==> config.mk <==
export PLATFORM = sky130hd
export DESIGN_NAME = parking_gate_sequencer
export DESIGN_NICKNAME = d
export VERILOG_FILES = /design/src/rtl/parking_gate_sequencer.sv
export SDC_FILE = /design/constraint.sdc
export NUM_CORES = 1
export LEC_CHECK = 0
export ABC_CLOCK_PERIOD_IN_PS = 2600
export CORE_MARGIN = 2
export CORE_UTILIZATION = 52
export DETAILED_ROUTE_END_ITERATION = 8
export MAX_ROUTING_LAYER = met4
export PLACE_DENSITY_LB_ADDON = 0.1
export SLEW_MARGIN = 10
export SYNTH_ARGS = -nofsm -noshare
export SYNTH_HDL_FRONTEND = slang
export SYNTH_SLANG_ARGS = --single-unit
export TNS_END_PERCENT = 30
==> constraint.sdc <==
create_clock -name clk -period 2.6 [get_ports clk]
set_clock_uncertainty 0.05 [all_clocks]
set_input_delay 0.52 -clock clk [delete_from_list [all_inputs] [get_ports clk]]
set_output_delay 0.52 -clock clk [all_outputs]
set_load 0.02 [all_outputs]
==> src/rtl/parking_gate_sequencer.sv <==
// Parking gate sequencer: arbitrates two entry lanes and one exit lane, drives the barrier, commits passes to the counter.
// Latency: grant and barrier_open appear 1 cycle after the IDLE decision; commit pulse CLOSE_CYCLES cycles after car_passed.
// Backpressure: one lane served at a time; other requests stay pending (level) until the FSM returns to IDLE.
module parking_gate_sequencer #(
    parameter int OPEN_HOUR    = 8,
    parameter int OPEN_TIMEOUT = 1000,
    parameter int CLOSE_CYCLES = 50,
    parameter int TIMER_W      = 10
) (
    input  logic       clk,
    input  logic       rst_n,
    input  logic [5:0] hour,
    input  logic [1:0] ent_req,
    input  logic [1:0] ent_is_uni,
    input  logic       ext_req,
    input  logic       ext_is_uni,
    input  logic       car_passed,
    input  logic       uni_is_vacated_space,
    input  logic       is_vacated_space,
    output logic [1:0] ent_grant,
    output logic [1:0] ent_deny,
    output logic       ext_grant,
    output logic       barrier_open,
    output logic [1:0] active_lane,
    output logic       car_entered,
    output logic       is_uni_car_entered,
    output logic       car_exited,
    output logic       is_uni_car_exited
);

    typedef enum logic [1:0] {IDLE, OPEN, CLOSE, COMMIT} state_t;

    localparam logic [5:0]         OPEN_HOUR_L = 6'(OPEN_HOUR);
    localparam logic [TIMER_W-1:0] OPEN_LAST   = TIMER_W'(OPEN_TIMEOUT - 1);
    localparam logic [TIMER_W-1:0] CLOSE_LAST  = TIMER_W'(CLOSE_CYCLES - 1);
    localparam logic [1:0]         LANE_EXT    = 2'd2;
    localparam logic [1:0]         LANE_NONE   = 2'd3;

    state_t             state;
    logic [TIMER_W-1:0] timer;
    logic               rr;
    logic [2:0]         armed;
    logic               passed;
    logic               car_uni;

    logic       ext_elig;
    logic [1:0] ent_elig;
    logic       pick_vld;
    logic [1:0] pick_lane;
    logic       pick_uni;
    logic       pick_admit;

    // Exit first since it frees space; entries round-robin with lane rr preferred.
    always_comb begin
        ext_elig   = ext_req & armed[2];
        ent_elig   = ent_req & armed[1:0];
        pick_vld   = 1'b0;
        pick_lane  = LANE_NONE;
        pick_uni   = 1'b0;
        pick_admit = 1'b0;
        if (hour >= OPEN_HOUR_L) begin
            if (ext_elig) begin
                pick_vld  = 1'b1;
                pick_lane = LANE_EXT;
                pick_uni  = ext_is_uni;
            end else if (ent_elig[rr]) begin
                pick_vld  = 1'b1;
                pick_lane = {1'b0, rr};
                pick_uni  = ent_is_uni[rr];
            end else if (ent_elig[~rr]) begin
                pick_vld  = 1'b1;
                pick_lane = {1'b0, ~rr};
                pick_uni  = ent_is_uni[~rr];
            end
        end
        if (pick_lane == LANE_EXT)
            pick_admit = 1'b1;
        else if (pick_uni)
            pick_admit = uni_is_vacated_space | is_vacated_space;
        else
            pick_admit = is_vacated_space;
    end

    always_ff @(posedge clk or negedge rst_n) begin
        if (!rst_n) begin
            state              <= IDLE;
            timer              <= '0;
            rr                 <= 1'b0;
            armed              <= 3'b111;
            passed             <= 1'b0;
            car_uni            <= 1'b0;
            ent_grant          <= 2'b00;
            ent_deny           <= 2'b00;
            ext_grant          <= 1'b0;
            barrier_open       <= 1'b0;
            active_lane        <= LANE_NONE;
            car_entered        <= 1'b0;
            is_uni_car_entered <= 1'b0;
            car_exited         <= 1'b0;
            is_uni_car_exited  <= 1'b0;
        end else begin
            ent_grant   <= 2'b00;
            ent_deny    <= 2'b00;
            ext_grant   <= 1'b0;
            car_entered <= 1'b0;
            car_exited  <= 1'b0;

            // A lane re-arms only after its request has been seen low.
            if (!ent_req[0]) armed[0] <= 1'b1;
            if (!ent_req[1]) armed[1] <= 1'b1;
            if (!ext_req)    armed[2] <= 1'b1;

            case (state)
                IDLE: begin
                    if (pick_vld) begin
                        armed[pick_lane] <= 1'b0;
                        if (pick_lane != LANE_EXT)
                            rr <= ~pick_lane[0];
                        if (pick_admit) begin
                            state        <= OPEN;
                            timer        <= '0;
                            active_lane  <= pick_lane;
                            car_uni      <= pick_uni;
                            barrier_open <= 1'b1;
                            if (pick_lane == LANE_EXT)
                                ext_grant <= 1'b1;
                            else
                                ent_grant[pick_lane[0]] <= 1'b1;
                        end else begin
                            ent_deny[pick_lane[0]] <= 1'b1;
                        end
                    end
                end
                OPEN: begin
                    if (car_passed || timer == OPEN_LAST) begin
                        state        <= CLOSE;
                        timer        <= '0;
                        barrier_open <= 1'b0;
                        passed       <= car_passed;
                        if (car_passed) begin
                            if (active_lane == LANE_EXT)
                                is_uni_car_exited <= car_uni;
                            else
                                is_uni_car_entered <= car_uni;
                        end
                    end else begin
                        timer <= timer + 1'b1;
                    end
                end
                CLOSE: begin
                    if (timer == CLOSE_LAST) begin
                        timer <= '0;
                        if (passed) begin
                            state <= COMMIT;
                            if (active_lane == LANE_EXT)
                                car_exited <= 1'b1;
                            else
                                car_entered <= 1'b1;
                        end else begin
                            state       <= IDLE;
                            active_lane <= LANE_NONE;
                        end
                    end else begin
                        timer <= timer + 1'b1;
                    end
                end
                default: begin
                    state              <= IDLE;
                    timer              <= '0;
                    passed             <= 1'b0;
                    active_lane        <= LANE_NONE;
                    is_uni_car_entered <= 1'b0;
                    is_uni_car_exited  <= 1'b0;
                end
            endcase
        end
    end

endmodule
==> impl_metrics.toml <==
[run_status]
outcome = "completed"

[worst_hold_path]
hold_path_end = "armed[2]"
whs_path_depth = 2
min_from = "armed[2]"
hold_class = "flop to flop"

[setup_path]
cp_cell_sequence = "inv_1 -> ha_1 -> nor4b_1 -> a41oi_1 -> o21ai_1 -> buf_4 -> o21ai_0 -> a22o_1"
ff2ff_path_depth = 8
path_class = "flop to flop"
critPathTopFamily = "compound AO/OA/AOI/OAI gates"
path_buf_inv = 2
r2r_end = "timer[5]"
cp_slowest_cell = "nor4b_1"
crit_path_end_kind = "flop"
rrSetupSlack_ns = 0.28
cp_max_fo = 6
worstPathArrival_ns = 2.51
cp-start-kind = "flop"
cp.required_ns = 2.79
max_stage_delay_ns = 0.44
reg2reg_from = "timer[1]"

[clocking]
clkLatencyLatePin_ns = 0.34
cts-root-buf = "clkbuf_4"
post_cts_resized = 0
cts_setup_buffers = 0
clk_pin_slew_ns = 0.11
ctsHoldBuffers = 0
clk_path_buf_depth = 2
cts_tree = "built"
numCtsBuffers = 5
htree_levels = 2
clock-sinks = 30

[synth]
synthTopCellsByArea = "dfrtp_1, dfstp_2, a22o_1"
syn-mean-instance-area_um2 = 9.79
synth_top_cell_by_area = "dfrtp_1"
synthArstFlopShare = 1.00
synth_flop_cell = "dfrtp_1"
synthesis.nets = 189
yosys_warnings = 0
synthCells = 166
ys_seq_elements = 30
synth-seq-area-share = 0.466
netlist.area_leader.share = 0.385
netlist_area_um2 = 1630
synth_edf_count = 0
synth_cell_type_count = 40

[sta]
worst_slew_pin_slew_ns = 0.639
final_hold_viol_count = 0
grt_setup_unrepaired = "no"
fmax_mhz = 432
relSlewSlack = 0.572
setup_viol = 0
min_period_ns = 2.32
slew_violations = 0
fin_crit_sh = 0.891

[floorplanning]
chipHeight_um = 59.9
pin_count = 29
die_x_um = 59.9
die_area_um2 = 3590
start_util = 0.541
core-area_um2 = 3000
rows = 20

[power_and_ir_drop]
pwr_density_cell_nw_per_um2 = 427
power.leakage_nw = 0.940
ir_drop_mv = 0.294
power_mw = 0.874

[global_route]
grt_start_max_net_pins = 31
overflow = 0
grt_pass1_wl_um = 6020
antenna_found_initial = 0
grt_pass1_vias = 1378
grt_use_total = 0.230

[routing]
wl_met2_um = 1710
drt.antenna.violating_nets = 0
drt_pass1_iterations = 4
highest_layer = "met4"
drtIter0Drc = 45
wl_per_cell_um = 14.9
met3_length_um = 157
wl_met1_um = 1620
vias_per_cell = 5.98
num_vias = 1423
wirelength_um = 3560
drcViolationCount = 0

[cells_and_area]
n_antenna_cell = 0
area_delta_synth_final_pct = 26.0
mostFrequentLayoutCells = "dfrtp_1, clkdlybuf4s50_1, o21ai_0, nand2_1, nor2_1"
final_util = 0.682
drive_above_1_share = 0.127
fill_cells = 245
final_area_um2 = 2050
layout.nets = 227

[placed_design]
placed_area_um2 = 1970
place_hpwl_um = 2680
place_congestion = 0.856
placement.io_buffers = 25

[flow_run]
cap_violations = 0
## state kept, by name, summed over array words and instances, names as in the netlist
| register | count |
|---|---|
| state | 2 |
| car_uni | 1 |
| ext_grant | 1 |
| car_exited | 1 |
| car_entered | 1 |
| is_uni_car_exited | 1 |
| timer | 10 |
| rr | 1 |
| active_lane | 2 |
| passed | 1 |
| ent_grant | 2 |
| barrier_open | 1 |
| is_uni_car_entered | 1 |
| armed | 3 |
| ent_deny | 2 |
## power by group
group	switching, mW	internal (mW)
registers	0.0000000000000000444	0.467
clock network	0.163	0.185
logic	0.0298	0.0301
total	0.193	0.681
## cell type report
type | instances | area [µm²] | share of cell area
repair buffers | 33 | 310 | 0.151
multi-input cells | 127 | 835 | 0.407
clock buffers | 8 | 78.8 | 0.0385
inverters | 7 | 26.3 | 0.0128
well taps | 33 | 41.3 | 0.0202
flip-flops and latches | 30 | 757 | 0.370
## metal layers
| layer | up-vias | GRT usage |
|---|---|---|
| li1 | 694 | - |
| met1 | 687 | 0.276 |
| met2 | 34 | 0.356 |
| met3 | 8 | 0.0693 |
| met4 | 0 | 0.105 |
| met5 | - | - |
## synthesized netlist by cell type (all sizes together) (2+ instances only)
cell,instances
dfrtp,25
o21ai,16
nand2,13
nor2,11
a22o,10
nor2b,9
and3,7
inv,7
nand3,7
a21oi,6
ha,6
dfstp,5
nand4,5
or3,4
nand2b,3
nor3,3
a21boi,2
a2bb2oi,2
a31oi,2
and2,2
clkbuf,2
o2bb2a,2
o31ai,2
## stage by stage
step | TNS [ns] | setup slack, ns | std cells | hold WS, ns
floorplan | 0 | 0.617 | 166 | 0.174
global placement | 0 | 0.00653 | 230 | 0.428
detailed placement | -0.0441 | -0.0272 | 230 | 0.432
CTS | 0 | 0.282 | 238 | 0.446
global route | 0 | 0.113 | 238 | 0.482
finish | 0 | 0.283 | 238 | 0.443
## tightest hold or removal path, stage by stage (launching register included)
cell     delay [ns]
dfstp_2        0.40
nand2_1        0.06
nand2_1        0.05
## kinds of logic (layout without fill, tap and decap cells)
kind of cell    after synthesis  count (layout)  share of synthesized area
simple gates                 68              68                      0.229
compound gates               51              51                      0.223
flops                        30              30                      0.466
buf+inv                       9              48                     0.0208
fa+ha+maj                     6               6                     0.0462
mux                           2               2                     0.0154
## worst max-delay path by stage
stage	startpoint	end	slack (ns)	cells after the start
after floorplan	hour[5]	state[0]	0.62	6
after global placement	ent_req[1]	state[0]	0.007	6
after detailed placement	ent_req[1]	state[0]	-0.03	6
after CTS	timer[1]	timer[5]	0.28	8
after global routing	timer[1]	timer[5]	0.11	8
final	timer[1]	timer[5]	0.28	8
(Power assumes the default switching activity.)
